===== src/rtl/fetch_stage.sv =====
// ----------------------------------------------------------------------------
// fetch_stage
//
// This is the instruction-fetch stage of the pipelined RISC-V core. It owns
// the fetch PC and sends one instruction-memory request at a time over a
// valid/ready interface. It also fills the IF/ID pipeline register that
// decode reads. The stage follows the hazard unit (stallF/stallD/flushD) and
// the execute-stage redirect (PCsrcE/PCtargetE).
//
// The instruction memory may have variable latency. Only one request is
// ever outstanding. Each response arrives in order and is a single-cycle
// pulse that cannot be back-pressured. When decode is stalled, a one-entry
// skid buffer holds the arriving response. No new request is issued while
// that buffer is occupied, so it can never overflow.
//
// Ports
//   clk, rst_n                    rising-edge clock, async active-low reset
//   stallF, stallD, flushD        hazard-unit controls
//   PCsrcE, PCtargetE             taken branch/jump redirect from execute
//   imem_req_valid/addr/ready     request channel (address is PCF)
//   imem_rsp_valid/data           response channel
//   instrD, PCD, PCplus4D, validD IF/ID register
//   PCF                           current fetch PC
// ----------------------------------------------------------------------------
module fetch_stage #(
  parameter logic [31:0] RESET_PC  = 32'h0000_0000,
  parameter logic [31:0] NOP_INSTR = 32'h0000_0013
) (
  input  logic        clk,
  input  logic        rst_n,
  input  logic        stallF,
  input  logic        stallD,
  input  logic        flushD,
  input  logic        PCsrcE,
  input  logic [31:0] PCtargetE,
  output logic        imem_req_valid,
  output logic [31:0] imem_req_addr,
  input  logic        imem_req_ready,
  input  logic        imem_rsp_valid,
  input  logic [31:0] imem_rsp_data,
  output logic [31:0] instrD,
  output logic [31:0] PCD,
  output logic [31:0] PCplus4D,
  output logic        validD,
  output logic [31:0] PCF
);

  // IDLE: nothing outstanding
  // WAIT: one request outstanding, its response will be used
  // DROP: one request outstanding, its response belongs to a squashed path
  typedef enum logic [1:0] {
    S_IDLE,
    S_WAIT,
    S_DROP
  } state_t;

  state_t      state_q, state_d;
  logic [31:0] pcf_q, pcf_d;
  logic [31:0] pc_inflight_q, pc_inflight_d;

  logic        buf_valid_q, buf_valid_d;
  logic [31:0] buf_instr_q, buf_instr_d;
  logic [31:0] buf_pc_q, buf_pc_d;

  logic [31:0] instr_d_q, instr_d_d;
  logic [31:0] pc_d_q, pc_d_d;
  logic [31:0] pcplus4_d_q, pcplus4_d_d;
  logic        valid_d_q, valid_d_d;

  logic        rsp_kept;
  logic        ifid_open;
  logic        req_valid;
  logic        handshake;

  // --------------------------------------------------------------------------
  // Request issue and handshake
  // --------------------------------------------------------------------------
  always_comb begin
    // A response is kept only when it answers a live (non-squashed) request
    // and no redirect squashes it in the same cycle.
    rsp_kept  = (state_q == S_WAIT) && imem_rsp_valid && !PCsrcE;
    ifid_open = !flushD && !stallD;

    // A back-to-back issue from WAIT is allowed only when the returning
    // response goes straight into IF/ID. That keeps the skid buffer free and
    // guarantees that at most one request is outstanding. The rst_n term
    // keeps the request low for the whole time reset is asserted.
    req_valid = rst_n && !PCsrcE && !stallF && !buf_valid_q &&
                ((state_q == S_IDLE) ||
                 ((state_q == S_WAIT) && imem_rsp_valid && ifid_open));
    handshake = req_valid && imem_req_ready;
  end

  // --------------------------------------------------------------------------
  // FSM next state
  // --------------------------------------------------------------------------
  always_comb begin
    state_d = state_q;
    case (state_q)
      S_IDLE: begin
        if (handshake) state_d = S_WAIT;
      end
      S_WAIT: begin
        if (PCsrcE) begin
          // With no response yet, the stale response must still be drained.
          state_d = imem_rsp_valid ? S_IDLE : S_DROP;
        end else if (imem_rsp_valid) begin
          state_d = handshake ? S_WAIT : S_IDLE;
        end
      end
      S_DROP: begin
        // The squashed response retires the outstanding request, even when
        // another redirect arrives in the same cycle.
        if (imem_rsp_valid) state_d = S_IDLE;
      end
      default: state_d = S_IDLE;
    endcase
  end

  // --------------------------------------------------------------------------
  // PC and in-flight tag
  // --------------------------------------------------------------------------
  always_comb begin
    pcf_d         = pcf_q;
    pc_inflight_d = pc_inflight_q;
    if (PCsrcE) begin
      pcf_d = PCtargetE;
    end else if (handshake) begin
      pcf_d = pcf_q + 32'd4;
    end
    if (handshake) pc_inflight_d = pcf_q;
  end

  // --------------------------------------------------------------------------
  // Skid buffer and IF/ID register
  // --------------------------------------------------------------------------
  always_comb begin
    buf_valid_d = buf_valid_q;
    buf_instr_d = buf_instr_q;
    buf_pc_d    = buf_pc_q;

    instr_d_d   = instr_d_q;
    pc_d_d      = pc_d_q;
    pcplus4_d_d = pcplus4_d_q;
    valid_d_d   = valid_d_q;

    // IF/ID priority: flush, then stall (hold), then buffered instruction,
    // then the kept response, and otherwise a bubble.
    if (flushD) begin
      instr_d_d   = NOP_INSTR;
      pc_d_d      = '0;
      pcplus4_d_d = '0;
      valid_d_d   = 1'b0;
    end else if (!stallD) begin
      if (buf_valid_q) begin
        instr_d_d   = buf_instr_q;
        pc_d_d      = buf_pc_q;
        pcplus4_d_d = buf_pc_q + 32'd4;
        valid_d_d   = 1'b1;
      end else if (rsp_kept) begin
        instr_d_d   = imem_rsp_data;
        pc_d_d      = pc_inflight_q;
        pcplus4_d_d = pc_inflight_q + 32'd4;
        valid_d_d   = 1'b1;
      end else begin
        instr_d_d   = NOP_INSTR;
        pc_d_d      = '0;
        pcplus4_d_d = '0;
        valid_d_d   = 1'b0;
      end
    end

    // A kept response that IF/ID does not take this cycle goes into the
    // skid buffer. A redirect squashes whatever the buffer holds.
    if (PCsrcE) begin
      buf_valid_d = 1'b0;
    end else if (rsp_kept && !(ifid_open && !buf_valid_q)) begin
      buf_valid_d = 1'b1;
      buf_instr_d = imem_rsp_data;
      buf_pc_d    = pc_inflight_q;
    end else if (ifid_open && buf_valid_q) begin
      buf_valid_d = 1'b0;
    end
  end

  // --------------------------------------------------------------------------
  // State registers
  // --------------------------------------------------------------------------
  always_ff @(posedge clk or negedge rst_n) begin
    if (!rst_n) begin
      state_q       <= S_IDLE;
      pcf_q         <= RESET_PC;
      pc_inflight_q <= '0;
      buf_valid_q   <= 1'b0;
      buf_instr_q   <= '0;
      buf_pc_q      <= '0;
      instr_d_q     <= NOP_INSTR;
      pc_d_q        <= '0;
      pcplus4_d_q   <= '0;
      valid_d_q     <= 1'b0;
    end else begin
      state_q       <= state_d;
      pcf_q         <= pcf_d;
      pc_inflight_q <= pc_inflight_d;
      buf_valid_q   <= buf_valid_d;
      buf_instr_q   <= buf_instr_d;
      buf_pc_q      <= buf_pc_d;
      instr_d_q     <= instr_d_d;
      pc_d_q        <= pc_d_d;
      pcplus4_d_q   <= pcplus4_d_d;
      valid_d_q     <= valid_d_d;
    end
  end

  // --------------------------------------------------------------------------
  // Outputs
  // --------------------------------------------------------------------------
  assign imem_req_valid = req_valid;
  assign imem_req_addr  = pcf_q;
  assign PCF            = pcf_q;
  assign instrD         = instr_d_q;
  assign PCD            = pc_d_q;
  assign PCplus4D       = pcplus4_d_q;
  assign validD         = valid_d_q;

endmodule


===== config.mk =====
export PLATFORM = sky130hd
export DESIGN_NAME = fetch_stage
export DESIGN_NICKNAME = d
export VERILOG_FILES = /design/src/rtl/fetch_stage.sv
export SDC_FILE = /design/constraint.sdc
export NUM_CORES = 1
export LEC_CHECK = 0
export CORE_MARGIN = 2
export CORE_UTILIZATION = 53
export CTS_BUF_LIST = sky130_fd_sc_hd__clkbuf_8
export DETAILED_ROUTE_END_ITERATION = 10
export PLACE_DENSITY = 0.78
export SYNTH_ARGS = -nofsm -noshare
export SYNTH_HDL_FRONTEND = slang
export SYNTH_SLANG_ARGS = --single-unit
export TNS_END_PERCENT = 1

===== constraint.sdc =====
create_clock -name clk -period 2.5 [get_ports clk]
set_input_delay 0.5 -clock clk [delete_from_list [all_inputs] [get_ports clk]]
set_output_delay 0.5 -clock clk [all_outputs]
set_load 0.01 [all_outputs]

=== After elaboration in Yosys (flattened, before gate mapping) ===
Index checks and enable logic that the tools add are counted.

* Bits in read-only memories: 0
* Input port bits: 72
* Word-level logic and storage cells: 72
* Memories kept: 0
* Latch bits: 0
* Memory bits (writable): 0
* Output and inout bits: 162
* Register bits: 228

* Bitwise operators: 1
* Shifts and indexed selects: 0
* Multipliers: 0
* Add/sub/neg operators: 3
* Mux-type cells: 28
* Magnitude comparators: 0
* Reductions and logical operators: 24
* Equality and inequality tests: 6
* Div/mod/pow operators: 0

{| class="wikitable"
|+ Operators by type and width
! kind !! count
|-
| 2-to-1 mux 32 bit || 14
|-
| adder 32 x 3 -> 32 bit (second input constant) || 3
|-
| logical AND 1 bit || 12
|-
| 2-to-1 mux 2 bit || 5
|-
| 2-to-1 mux 1 bit || 8
|-
| zero test 1 bit || 6
|-
| case mux 2 bit (3 select lines) || 1
|-
| inequality test 2 bit (second input constant) || 2
|-
| inequality test 3 bit (second input constant) || 1
|-
| AND reduction 3 bit || 1
|-
| nonzero test 3 bit || 1
|-
| == test 2 x 1 -> 1 bit (second input constant) || 1
|-
| == test 2 bit (second input constant) || 1
|-
| zero test 2 bit || 1
|-
| inequality test 2 x 1 -> 1 bit (second input constant) || 1
|-
| AND reduction 2 bit || 1
|-
| nonzero test 2 bit || 1
|-
| logical OR 1 bit || 1
|-
| NOT 1 bit || 1
|}

=== Longest topological paths before layout ===
* Word-level depth: 10
* Depth in mapped cells: 8
* Depth with buffers taken out: 6

=== Worst setup path after synthesis ===
No wires, ideal clock.

* Path kind: register to register
* Start: register pcf_q[2] (netlist: PCF[2])
* End: register pcf_q[26] (netlist: PCF[26])
* Clock period less this slack: 2.073 ns
* Library setup time: 0.147 ns
* Arrival time: 1.926 ns
* Required time: 2.353 ns
* Stages on the path, launching flop included: 7
* Path buffers: 0
* Slack: 0.427 ns
* Cell sequence: dfrtp_1 ha_1 nand3_1 nor4_1 nand3_1 o21ai_0 o311ai_0

* Word-level cells in the longest chain between the ends: 3

{| class="wikitable"
|+ Ends and longest elaborated chain
! element !! RTL line !! RTL
|-
| start: declaration || 58 || <nowiki>logic [31:0] pcf_q, pcf_d;</nowiki>
|-
| start signal: assignment || 203 || <nowiki>pcf_q <= pcf_d;</nowiki>
|-
| adder 32 x 3 -> 32 bit || 129 || <nowiki>pcf_d = pcf_q + 32'd4;</nowiki>
|-
| 2-to-1 mux 32 bit || 128 || <nowiki>end else if (handshake) begin</nowiki>
|-
| 2-to-1 mux 32 bit || 126 || <nowiki>if (PCsrcE) begin</nowiki>
|}

Every way passes these cells. The select of a mux whose other input is x is not followed.
A chain may end at the register's enable or synchronous reset.

=== Final worst setup path ===
* Start: input port rst_n
* End: register pcf_q[10] (netlist: PCF[10])

* Word-level cells in the longest chain between the ends: 6

{| class="wikitable"
|+ Ends and longest elaborated chain
! element !! RTL line !! RTL
|-
| start: declaration || 30 || <nowiki>input logic rst_n,</nowiki>
|-
| logical AND 1 bit (4 in series) || 88 || <nowiki>req_valid = rst_n && !PCsrcE && !stallF && !buf_valid_q &&</nowiki>
|-
| logical AND 1 bit || 91 || <nowiki>handshake = req_valid && imem_req_ready;</nowiki>
|-
| nonzero test 2 bit (no line) || -- ||
|}

Every way passes these cells.

==> metrics.md <==
| Metric | Value |
|---|---|
| Count of final setup violators | 0 |
| Detail Route Antenna Nets | 0 |
| Residual DRC count | 0 |
| Arr. time, crit path | 2.86 ns |
| Worst Skew | 0.02176 ns |
| Worst IR drop on VDD | 0.3496 mV |
| Average instance area after synthesis | 10.07 um2 |
| Initial antenna violation count | 0 |
| Minimum setup slack among reg-to-reg paths | 0.14 ns |
| Fraction of registers with async set or reset after synthesis | 1.000 |
| Dpl hpwl | 21.44 mm |
| Outcome | complete, no violations |
| Main flop type after synthesis | sky130_fd_sc_hd__dfrtp_1 |
| Worst-case setup margin in the final layout | 0.07043 ns |
| CP required | 2.93 ns |
| Cells after synthesis | 1108 |
| Fin crit share | 0.9718 |
| Leak | 0.006548 uW |
| Largest net degree at the start of global routing | 75 |
| Combined global-route utilization of all metal layers | 0.2830 |
| CTS tree | built |
| Type of the worst setup path | input pin to flip-flop |
| Biggest fanout along the worst timing path | 20 |
| Final Net Count | 1398 |
| Root Buffer Master | sky130_fd_sc_hd__clkbuf_8 |
| EDFF count, synth | 0 |
| IO buf count | 233 |
| Register clock-pin slew on the reported worst setup and hold paths | 0.06 ns |
| Count of antenna diodes in the layout | 0 |
| Total wire length | 31.46 mm |
| Worst setup EP type | flip-flop |
| Post-DR vias/cell | 6.030 |
| Total clock buffers created by CTS | 39 |
| Detailed Route Iter0 Violations | 926 |
| Detailed-routing iteration count for the pre-antenna-repair pass | 6 |
| Highest-count cells in the layout ignoring fill and taps | 230 x sky130_fd_sc_hd__clkdlybuf4s50_1, 223 x sky130_fd_sc_hd__dfrtp_1, 145 x sky130_fd_sc_hd__nand2_1, 72 x sky130_fd_sc_hd__inv_1, 58 x sky130_fd_sc_hd__mux2_2 |
| Total die area | 22240 um2 |
| Count of warnings emitted by yosys | 0 |
| Number of I/O pins | 234 |
| Number of max-cap violations | 0 |
| Clock Path Buffers | 3 |
| Global-route wire length before repair | 50.46 mm |
| Placement row count | 53 |
| Synth Net Count | 1183 |
| Worst-case headroom to the max-slew limit | 0.1421 |
| Overall die height | 149.1 um |
| Effective utilization at floorplan | 0.5360 |
| Average routed wire per standard cell | 19.37 um |
| Core ar. | 20820 um2 |
| P per Cell Area | 655.6 nW/um2 |
| Final Critical Period | 2.430 ns |
| Layout cell share with drive strength beyond 1 | 0.1423 |
| RSZ-0062 raised after global routing | yes |
| Type of the worst min-delay path | input pin to async pin |
| Weighted congestion reported at the end of routability-driven placement | 0.8987 |
| Clock net sink count | 226 |
| Number of distinct library cell variants in the gate-level netlist after synthesis | 60 |
| Measured slew at the worst slew-check pin | 1.282 ns |
| Post-synthesis sequential element count | 226 |
| Horizontal die dimension | 149.1 um |
| Fmax achieved | 0.4116 GHz |
| P&R area growth vs syn | 30.62% |
| Insertion delay of the later-clocked pin in the worst-skew pair | 0.54 ns |
| Number of global-route vias before repair | 9481 |
| Final core utilization | 0.7001 |
| Depth of the CTS H-tree | 2 |
| Startpoint Class | input pin |
| Overflow after GRT | 0 |
| Number of vias in the routed layout | 9793 |
| Post-Place Worst Slack | -0.4471 ns |
| Sequential cell area fraction in the yosys report | 0.5071 |
| Final Hold Viols | 0 |
| Pins Over Slew Limit | 0 |
| Synth Cell Area | 11160 um2 |
| Commonest non-fill, non-tap cell in the layout | sky130_fd_sc_hd__clkdlybuf4s50_1 |
-- cell type report --
type	count	area, um2
timing repair buffer	291	2851
multi-input combinational	707	4745
tap	275	344.1
clock inverter	20	113.9
inverter	58	217.7
sequential	226	5659
clock buffer	47	646.9
fill	1564	6245
-- state kept, by name, indices dropped and copies added, names as in the netlist --
name,count
PCD,32
PCF,32
PCplus4D,30
buf_instr_q,32
buf_pc_q,32
buf_valid_q,1
instrD,32
pc_inflight_q,32
state_q,2
validD,1
-- power by group --
group,switching [uW],internal [uW],leakage [uW],total (uW)
sequential,583,4100,0.00297,4680
combinational,748,838,0.00314,1590
clock,1490,1800,0.000443,3290
-- final timing paths --
check	start	endpoint	cells after the start
max	rst_n	PCF[10]	6
min	rst_n	PCF[17]	2
max reg2reg	buf_pc_q[11]	PCplus4D[28]	5
min reg2reg	instrD[7]	instrD[7]	2
max in group asynchronous	rst_n	buf_instr_q[3]	4
min in group clk	instrD[7]	instrD[7]	2
-- Yosys cell counts (7+ instances only) --
library cell / count / area share
sky130_fd_sc_hd__a21oi_1: 16 / 0.0072
sky130_fd_sc_hd__a221o_1: 14 / 0.013
sky130_fd_sc_hd__a221oi_1: 25 / 0.020
sky130_fd_sc_hd__a222oi_1: 39 / 0.035
sky130_fd_sc_hd__a22oi_1: 13 / 0.0087
sky130_fd_sc_hd__and3_1: 9 / 0.0050
sky130_fd_sc_hd__and4_1: 7 / 0.0055
sky130_fd_sc_hd__buf_2: 15 / 0.0067
sky130_fd_sc_hd__buf_4: 35 / 0.024
sky130_fd_sc_hd__clkbuf_1: 63 / 0.021
sky130_fd_sc_hd__dfrtp_1: 223 / 0.50
sky130_fd_sc_hd__inv_1: 58 / 0.020
sky130_fd_sc_hd__mux2_2: 58 / 0.059
sky130_fd_sc_hd__nand2_1: 145 / 0.049
sky130_fd_sc_hd__nand3_1: 42 / 0.019
sky130_fd_sc_hd__nand4_1: 22 / 0.012
sky130_fd_sc_hd__nor2_1: 34 / 0.011
sky130_fd_sc_hd__nor2b_1: 29 / 0.016
sky130_fd_sc_hd__nor3_1: 38 / 0.017
sky130_fd_sc_hd__nor4_1: 13 / 0.0073
sky130_fd_sc_hd__o211ai_1: 9 / 0.0061
sky130_fd_sc_hd__o21ai_0: 51 / 0.023
sky130_fd_sc_hd__o311ai_0: 10 / 0.0078
sky130_fd_sc_hd__or3_1: 8 / 0.0045
sky130_fd_sc_hd__or4_1: 8 / 0.0054
sky130_fd_sc_hd__xnor2_1: 24 / 0.019
sky130_fd_sc_hd__xor2_1: 17 / 0.013
-- what timing repair did --
item	CTS	global route
endpoints found under the hold margin	4	0
setup buffers	0	0
pin swaps	2	0
hold buffers	1	0
resized for setup	3	1
setup endpoints to repair	1	48
-- logic make-up after synthesis --
group | Yosys count | share of synthesized area
xor gates and xnor gates | 41 | 0.03217
adders and majority gates | 3 | 0.003364
and+or+nand+nor | 383 | 0.1725
buffers and inverters | 175 | 0.07242
AOI/OAI and AO/OA | 217 | 0.1494
muxes | 63 | 0.06300
DFF | 226 | 0.5071
-- layer usage --
metal | vias to the layer above | share of wire | GRT usage
met5 | - | 0 | 0
met4 | 0 | 0.023 | 0.08048
met3 | 62 | 0.096 | 0.05474
met2 | 517 | 0.46 | 0.4380
met1 | 4772 | 0.42 | 0.4096
li1 | 4442 | - | -
-- worst max-delay path: stages --
cell and delay [ns]:
sky130_fd_sc_hd__dlygate4sd3_1 0.61, sky130_fd_sc_hd__buf_8 0.18, sky130_fd_sc_hd__o2111a_2 0.16, sky130_fd_sc_hd__nor2_1 0.96, sky130_fd_sc_hd__o21ai_0 0.27, sky130_fd_sc_hd__o311ai_0 0.16
-- metrics by stage --
| step | power [uW] | instances | hold WS, ns | TNS (ns) | cell area (um2) |
|---|---|---|---|---|---|
| after CTS | 9591 | 1624 | 0.4149 | 0 | 14570 |
| after detailed placement | 6292 | 1556 | 0.3038 | -29.10 | 13800 |
| after floorplan | 5478 | 1108 | 0.2044 | 0 | 11160 |
| after global routing | 9996 | 1624 | 0.4218 | -0.7083 | 14580 |
| after global placement | 6226 | 1556 | 0.3034 | -24.84 | 13800 |
| final | 9557 | 1624 | 0.4459 | 0 | 14580 |
(Power assumes the default switching activity.)
